[src/rtl/abs_share_pkg.sv]
// abs_share_pkg: shared constants, clog2 helper and tag record for abs_share_arb.
package abs_share_pkg;

    localparam int ABS_SHARE_NREQ    = 4;
    localparam int ABS_SHARE_LATENCY = 1;
    localparam int ABS_SHARE_ID_MAX  = 3;

    function automatic int clog2(input int n);
        int r;
        r = 1;
        while ((1 << r) < n) r++;
        return r;
    endfunction

    typedef struct packed {
        logic                        valid;
        logic [ABS_SHARE_ID_MAX-1:0] id;
    } tag_t;

endpackage

[src/rtl/abs_share_arb_rr_arbiter.sv]
// rr_arbiter: combinational round-robin pick of the first request at or after ptr.
module rr_arbiter
    import abs_share_pkg::*;
#(
    parameter int NREQ     = ABS_SHARE_NREQ,
    parameter int ID_WIDTH = clog2(NREQ)
) (
    input  logic [NREQ-1:0]     req_i,
    input  logic [ID_WIDTH-1:0] ptr_i,
    input  logic                en_i,
    output logic [NREQ-1:0]     grant_o,
    output logic [ID_WIDTH-1:0] g_o
);

    localparam logic [ID_WIDTH:0] N = (ID_WIDTH+1)'(NREQ);

    logic [ID_WIDTH:0]   sum;
    logic [ID_WIDTH-1:0] idx;

    // Walk the offsets from farthest to nearest so the nearest valid index wins.
    always_comb begin
        g_o = '0;
        sum = '0;
        idx = '0;
        for (int k = NREQ - 1; k >= 0; k--) begin
            sum = {1'b0, ptr_i} + (ID_WIDTH+1)'(k);
            idx = ID_WIDTH'((sum >= N) ? sum - N : sum);
            if (req_i[idx]) g_o = idx;
        end
        grant_o = (en_i && |req_i) ? NREQ'(1) << g_o : '0;
    end

endmodule

[src/rtl/abs_share_arb.sv]
// abs_share_arb: round-robin sharing of one pipelined single-operand unit among NREQ requesters.
// Optional grant counter on perf_grants when ABS_SHARE_PERF_EN is defined.
module abs_share_arb
    import abs_share_pkg::*;
#(
    parameter int NREQ     = ABS_SHARE_NREQ,
    parameter int WIDTH    = 32,
    parameter int ID_WIDTH = 2,
    parameter int LATENCY  = ABS_SHARE_LATENCY
) (
    input  logic                  clk,
    input  logic                  rst_n,
    input  logic                  en,
    input  logic [NREQ-1:0]       req_valid,
    input  logic [NREQ*WIDTH-1:0] req_data,
    output logic [NREQ-1:0]       req_ready,
    output logic [WIDTH-1:0]      unit_a,
    input  logic [WIDTH-1:0]      unit_z,
    output logic                  rsp_valid,
    output logic [ID_WIDTH-1:0]   rsp_id,
    output logic [WIDTH-1:0]      rsp_data,
    output logic                  busy,
    output logic [31:0]           perf_grants
);

    if (ID_WIDTH != clog2(NREQ) || NREQ < 2 || NREQ > 8 || LATENCY < 1) begin : g_bad_params
        $error("abs_share_arb: illegal NREQ/ID_WIDTH/LATENCY combination");
    end

    logic [NREQ-1:0]     grant;
    logic [ID_WIDTH-1:0] g;
    logic [ID_WIDTH-1:0] ptr_q;
    logic [ID_WIDTH-1:0] ptr_d;
    logic [WIDTH-1:0]    unit_a_q;
    logic                hs;
    // Stage 0 travels alongside unit_a; stages 1..LATENCY mirror the unit itself.
    tag_t                tag_q [LATENCY+1];

    rr_arbiter #(.NREQ(NREQ), .ID_WIDTH(ID_WIDTH)) u_arb (
        .req_i   (req_valid),
        .ptr_i   (ptr_q),
        .en_i    (en & rst_n),
        .grant_o (grant),
        .g_o     (g)
    );

    assign req_ready = grant;
    assign hs        = |(req_valid & grant);
    assign ptr_d     = (g == ID_WIDTH'(NREQ - 1)) ? '0 : g + 1'b1;

    always_ff @(posedge clk or negedge rst_n) begin
        if (!rst_n) begin
            ptr_q    <= '0;
            unit_a_q <= '0;
            for (int i = 0; i <= LATENCY; i++) tag_q[i] <= '0;
        end else begin
            if (hs) begin
                ptr_q    <= ptr_d;
                unit_a_q <= WIDTH'(req_data >> (int'(g) * WIDTH));
            end
            tag_q[0] <= '{valid: hs, id: ABS_SHARE_ID_MAX'(g)};
            for (int i = 1; i <= LATENCY; i++) tag_q[i] <= tag_q[i-1];
        end
    end

    always_comb begin
        busy = 1'b0;
        for (int i = 0; i <= LATENCY; i++) busy = busy | tag_q[i].valid;
    end

    assign unit_a    = unit_a_q;
    assign rsp_valid = tag_q[LATENCY].valid;
    assign rsp_id    = ID_WIDTH'(tag_q[LATENCY].id);
    assign rsp_data  = unit_z;

`ifdef ABS_SHARE_PERF_EN
    logic [31:0] perf_q;

    always_ff @(posedge clk or negedge rst_n) begin
        if (!rst_n) perf_q <= '0;
        else if (hs) perf_q <= perf_q + 32'd1;
    end

    assign perf_grants = perf_q;
`else
    assign perf_grants = '0;
`endif

endmodule

[config.mk]
export PLATFORM = sky130hd
export DESIGN_NAME = abs_share_arb
export DESIGN_NICKNAME = d
export VERILOG_FILES = /design/src/rtl/abs_share_pkg.sv /design/src/rtl/abs_share_arb_rr_arbiter.sv /design/src/rtl/abs_share_arb.sv
export SDC_FILE = /design/constraint.sdc
export NUM_CORES = 1
export LEC_CHECK = 0
export CAP_MARGIN = 20
export CORE_MARGIN = 2
export CORE_UTILIZATION = 29
export CTS_CLUSTER_DIAMETER = 50
export CTS_CLUSTER_SIZE = 16
export DETAILED_ROUTE_END_ITERATION = 12
export PLACE_DENSITY = 0.74
export SLEW_MARGIN = 25
export SYNTH_ARGS = -nofsm -noshare
export SYNTH_HDL_FRONTEND = slang
export SYNTH_SLANG_ARGS = --single-unit
[constraint.sdc]
create_clock -name clk -period 4.01 [get_ports clk]
set_clock_uncertainty 0.05 [all_clocks]
set_input_delay 0.802 -clock clk [delete_from_list [all_inputs] [get_ports clk]]
set_output_delay 0.802 -clock clk [all_outputs]
set_load 0.1 [all_outputs]
==> summary.md <==
| Metric | Value |
|---|---|
| Port bufs | `approximately 170` |
| Number of hold-slack violations in the final timing report | `0` |
| GRT overflow | `0` |
| Worst voltage drop across the vdd grid | `between 0.4 and 0.5 mV` |
| Vias in the first global route | `3,135` |
| Worst path setup slack after routing | `roughly 0.48 ns` |
| Violation count after the first detailed-route iteration | `130` |
| Crit. End Element | `primary output` |
| Worst-case headroom to the max-slew limit | `30.3%` |
| Number of iterations in the first detailed-routing pass | `4` |
| Number of gates resized after cts | `0` |
| Latest clock arrival within the worst-skew pair | `0.28 ns` |
| Summed negative setup slack over all endpoints | `0 ns` |
| Ratio of cells with drive above 1 in the final layout | `~7%` |
| Final layout net count | `657` |
| Main synth FF type | `sky130_fd_sc_hd__dfrtp_1` |
| Area of the core region | `roughly 0.011 mm²` |
| Number of I/O pins | `approximately 270` |
| Remaining DRCs | `0` |
| Antenna violations before repair | `0` |
| Area added between synthesis and finish | `50.8%` |
| Avg WL per Cell | `approximately 17 µm` |
| Final worst-path cycle share | `slightly below 90%` |
| Slew at the pin with the worst max-slew slack | `~1.0 ns` |
| Area contributors post-synth | `sky130_fd_sc_hd__dfrtp_1, sky130_fd_sc_hd__buf_4, sky130_fd_sc_hd__a211oi_1, sky130_fd_sc_hd__and3_1, sky130_fd_sc_hd__o31ai_1` |
| Clock slew at the register clock pins of the worst setup and hold paths | `approximately 0.070 ns` |
| Power per standard cell area | `between 700 and 800 mW/mm²` |
| Routed vias/inst | `between 5 and 6` |
| Number of placement rows | `38` |
| CTS buffer count | `5` |
| Leak pwr | `about 0.0020 µW` |
| Final setup viols | `0` |
| Minimum period implied by the final worst setup slack | `3.53 ns` |
| Share of the synthesized area in the top cell type | `between 30% and 40%` |
| Required time at the endpoint of the critical path | `3.16 ns` |
| Antenna diodes | `0` |
| Highest achievable clock rate | `between 200 and 300 MHz` |
| Starting utilization of the core area | `a little under 30%` |
| Final number of max-transition violations | `0` |
| Data arrival at the endpoint of the critical path | `approximately 2.7 ns` |
| Final design utilization | `about 44%` |
| First-pass GRT wire length | `~16,000 µm` |
| TritonCTS clock tree | `yes` |
| Max Root-Sink Buffers | `2` |
| Total design power | `~3700 µW` |
| Global Route Usage Sum | `between 10% and 20%` |
| Clock tree root buffer cell | `sky130_fd_sc_hd__clkbuf_8` |
| Total placed instance area | `between 0.004 and 0.005 mm²` |
| Half-perimeter wire length after placement | `roughly 7700 µm` |
| Unrepaired setup endpoints after global routing | `false` |
| Post-synthesis cell type with the largest combined area | `sky130_fd_sc_hd__dfrtp_1` |
| Setup fix buffers added after clock tree synthesis | `0` |
| Cells after Synth | `about 370` |
| Number of enable-type register cells in the synthesized netlist | `0` |
| Count of different cell masters after synthesis | `30` |
| Final instance area | `approximately 0.0048 mm²` |
| Worst-case setup slack after placement | `between 0.5 and 0.6 ns` |
| Final GP Congestion | `0.885` |
| Sequential share of the synthesized area | `31.7%` |
| Syn Area/Cell | `roughly 8.6 µm²` |
| Antenna Violating Nets Remaining | `0` |
| Detailed Route WL | `about 11,000 µm` |
| Die area | `between 0.01 and 0.015 mm²` |
| Start-to-end type of the worst setup path | `input pin to primary output` |
| Cell area after synthesis | `between 0.003 and 0.004 mm²` |
| Worst Hold Class | `flop to flop` |
| Vertical die dimension | `108 µm` |
| Vias post-DR | `about 3,200` |
| Number of flip-flops and latches in the synthesized netlist | `40` |
| Pin count of the biggest net entering global routing | `65` |
| Startpoint Class | `input pin` |
| Async set or reset register ratio after synthesis | `100%` |
| Post-CTS Hold Fix Bufs | `0` |
| Sink Count | `40` |
| Die boundary width | `approximately 110 µm` |
| Run status | `complete, no violations` |
| Count of yosys warnings during synthesis | `0` |
| CTS H-Tree Depth | `2` |
| Maximum fanout encountered on the critical timing path | `6` |
| Number of maximum-capacitance constraint violations | `0` |
worst max-delay path, cell delays in order:
cell	delay, ns
sky130_fd_sc_hd__clkdlybuf4s50_1	0.52
sky130_fd_sc_hd__nor2b_1	0.29
sky130_fd_sc_hd__nand2b_1	0.18
sky130_fd_sc_hd__nand3_2	0.16
sky130_fd_sc_hd__ha_1	0.20
sky130_fd_sc_hd__inv_1	0.06
sky130_fd_sc_hd__nor2_1	0.24
sky130_fd_sc_hd__buf_12	0.21
stage by stage:
stage | std cells | hold WS, ns
after floorplan | 400 | 0.281
final | 628 | 0.309
after CTS | 628 | 0.313
after detailed placement | 621 | 0.293
after global routing | 628 | 0.313
after global placement | 621 | 0.281
layout make-up:
type | instances | area (µm²)
multi-input cells | 250 | 1630
clock buffers | 6 | 72.6
well taps | 140 | 175
clock inverters | 1 | 5.00
flip-flops and latches | 40 | 1000
inverters | 6 | 22.5
fillers | 1044 | 5980
repair buffers | 185 | 1860
registers in the layout, summed over array words and instances (netlist names):
register	flops
rsp_id	2
tag_q	3
unit_a	32
ptr_q	2
rsp_valid	1
path summary, 6_finish.rpt:
check	start	endpoint	slack [ns]	cells after the start
min	tag_q[4]	rsp_id[0]	0.31	0
min in group asynchronous	rst_n	unit_a[12]	0.60	2
max	req_valid[0]	req_ready[0]	0.48	8
min reg2reg	tag_q[4]	rsp_id[0]	0.31	0
max in group asynchronous	rst_n	unit_a[28]	2.95	2
max reg2reg	ptr_q[1]	unit_a[14]	1.53	10
where the power goes:
group	internal (µW)	switching, µW
sequential	582	88.6
clock	118	134
combinational	732	2070
layer usage:
metal | wire, µm | up-vias | part of all wire (%) | global-route usage [%]
met5 | 0 | - | 0 | 0
met4 | 350 | 0 | 3.3 | 7.23
met3 | 841 | 28 | 8.0 | 3.44
met2 | 5110 | 157 | 49 | 32.3
met1 | 4220 | 1499 | 40 | 19.5
li1 | - | 1509 | - | -
cells by family (layout without fill, tap and decap cells):
kind of cell | after synthesis | in the layout | synth area share, %
flops | 40 | 40 | 31.7
buf+inv | 110 | 198 | 21.7
fa+ha+maj | 2 | 2 | 0.792
compound gates | 134 | 134 | 29.3
other cells | 1 | 32 | 0.119
mux | 2 | 2 | 0.792
simple gates | 80 | 80 | 15.6
Yosys cell counts, types with 2 or more instances:
| master | count |
|---|---|
| sky130_fd_sc_hd__dfrtp_1 | 40 |
| sky130_fd_sc_hd__nor2_1 | 3 |
| sky130_fd_sc_hd__nand3_2 | 2 |
| sky130_fd_sc_hd__buf_4 | 68 |
| sky130_fd_sc_hd__buf_2 | 9 |
| sky130_fd_sc_hd__a211oi_1 | 64 |
| sky130_fd_sc_hd__o21ai_0 | 32 |
| sky130_fd_sc_hd__inv_1 | 4 |
| sky130_fd_sc_hd__inv_2 | 2 |
| sky130_fd_sc_hd__clkbuf_1 | 26 |
| sky130_fd_sc_hd__o31ai_1 | 32 |
| sky130_fd_sc_hd__nand2_1 | 3 |
| sky130_fd_sc_hd__ha_1 | 2 |
| sky130_fd_sc_hd__nor2b_1 | 2 |
| sky130_fd_sc_hd__nor3_1 | 2 |
| sky130_fd_sc_hd__and3_1 | 64 |
layout by cell type (no fill, tap or decap), drive strengths merged:
cell,count
nor2b,2
mux2i,1
inv,6
nand3,2
mux2,1
dfrtp,40
nand2,3
o21bai,1
buf,16
clkdlybuf4s50,169
conb,32
ha,2
o21ai,32
nor2,3
nor3,2
or2,2
a21oi,1
a31oi,1
clkbuf,6
a221o,1
a21o,1
o31ai,32
a22o,1
and3,64
nand2b,1
clkinv,1
a211oi,64
or4,1
No activity file was read; power rests on OpenSTA's default activity.
==> variant, RTL diff (config.mk and constraints unchanged) <==
Add a define of `ABS_SHARE_PERF_EN`.
--- a/src/rtl/abs_share_arb.sv
+++ b/src/rtl/abs_share_arb.sv
@@ -1,4 +1,6 @@
 // abs_share_arb: round-robin sharing of one pipelined single-operand unit among NREQ requesters.
 // Optional grant counter on perf_grants when ABS_SHARE_PERF_EN is defined.
+`define ABS_SHARE_PERF_EN
+
 module abs_share_arb
     import abs_share_pkg::*;
Check against the original RTL: not equivalent (Yosys sat finds a counterexample within 4 cycles, from zero or initial values and one cycle with rst_n low).
==> variant against the unedited design <==
Synthesized cell count up 8.1%; power is 29% higher; final cell count up 20%; area after synthesis grew 33%; setup slack got worse by 0.39 ns; final area is 38% higher; core utilization is 2.5 points higher; sequential cell count is 32 higher; wire length is 23% higher; critical path type unchanged; critical endpoint is now req_ready[1]; largest cell class unchanged; largest power group unchanged.
==> variant: results (changes against the unedited design) <==
status:
  status: "finished clean"
power_and_ir_drop:
  peakVddDrop_mv: 0.5592  # +21%
  p_leak_uw: 0.002922  # +45%
worst_setup_path:
  path_delay_family: "buffers and inverters"
  cp_max_fo: 3  # -3
  worstSetupStartpoint: "req_valid[2]"
  slowest_delay_ns: 0.46  # -0.06 ns
  critPathArrivalTime_ns: 3.07  # +0.39 ns
  crit-reg2reg-launch: "ptr_q[0]"
clock_tree:
  root_buffer: "clkbuf_16"
  clk_latency_ns: 0.32  # +0.04 ns
  cts_made_buffers: 9  # +4
  cts_htree_levels: 3  # +1
synthesis:
  syn-num-nets: 568
  syn_area_per_cell_um2: 10.51  # +23%
  synth_cell_types: 46  # +53%
  synth_area_leaders: "dfrtp_1 (43%), mux2i_1 (15%), o221ai_1 (6.7%)"
  yosysSeqAreaShare_pct: 42.96  # +11 points
  synth_common_cells: "dfrtp_1 (72), mux2i_1 (64), nand2_1 (52), buf_4 (36), o221ai_1 (32)"
routing:
  wl_met1_um: 5133  # +22%
  drt_iter0_markers: 169  # +30%
  vias_per_cell: 4.882  # -4.0%
  routed-wl-met2_um: 6893  # +35%
  wl_per_cell_um: 17.19  # +2.5%
place:
  gp_congestion: 0.8600  # -2.8%
  port_buffers: 206  # +18%
  dpl.hpwl_um: 9866  # +29%
grt:
  grt_max_degree: 73  # +12%
  grt_use_total_pct: 16.91  # -0.57 points
  use_met1_pct: 20.08  # +0.57 points
  grtUsageMet2_pct: 29.93  # -2.4 points
  gr-usage-met3_pct: 4.253  # +0.82 points
finish:
  layout.cells.non_filler: 756  # +20%
  nets: 740  # +13%
  drive_gt1_share_pct: 9.201  # +2.2 points
sta:
  worst_pin_slew_ns: 1.028  # -0.01382 ns
worst_hold_path:
  hold_start: "tag_q[5]"
variant: cell types whose count changed after synthesis, sizes merged, moves of 12 or more:
cell    delta
xor2      +14
buf       -24
nand2     +49
o21ai     -30
nor2      +12
mux2i     +63
clkbuf    -25
dfrtp     +32
a211oi    -63
xnor2     +17
o221ai    +32
o31ai     -31
and3      -60
nand4     +12
variant: logic make-up after synthesis:
family	after synthesis	share of synthesized area, %
DFF	72	42.96
AOI/OAI and AO/OA	48	10.65
buffers and inverters	65	9.875
xor gates and xnor gates	31	6.474
and+or+nand+nor	117	14.17
adders and majority gates	2	0.5966
muxes	64	15.27
variant: metrics by stage:
step | setup TNS (ns) | worst slack [ns] | instance area [um^2]
3_5_place_dp | 0 | 0.01750 | 6226
3_3_place_gp | 0 | 0.1556 | 6226
4_1_cts | 0 | 0.002848 | 6533
5_1_grt | 0 | 0.01469 | 6553
6_report | 0 | 0.09211 | 6553
2_1_floorplan | -0.4750 | -0.4750 | 4202
variant: final cells by class:
cell class,count,area (um^2)
fill,1304,7436
sequential,72,1802
multi-input combinational,262,1999
timing repair buffer,216,2182
inverter,10,37.54
tap,180,225.2
clock buffer,10,239.0
clock inverter,6,67.56
variant: final timing paths:
path,cells past startpoint,slack (ns),endpoint
max in group asynchronous,2,2.64,unit_a[22]
max,13,0.09,req_ready[1]
max reg2reg,13,1.15,unit_a[19]
min in group asynchronous,2,0.67,perf_grants[4]
min reg2reg,0,0.31,rsp_id[1]
min,0,0.31,rsp_id[1]
variant: where the power goes:
group	total (uW)	internal, uW	switching (uW)
clock network	814	501	314
registers	1100	943	157
logic	2900	814	2090
variant: repair_timing:
action / 4_1_cts / 5_1_grt
endpoints found under the setup margin: 0 / 1
setup buffers: 0 / 1
resized for setup: 0 / 6
hold buffers: 0 / 0
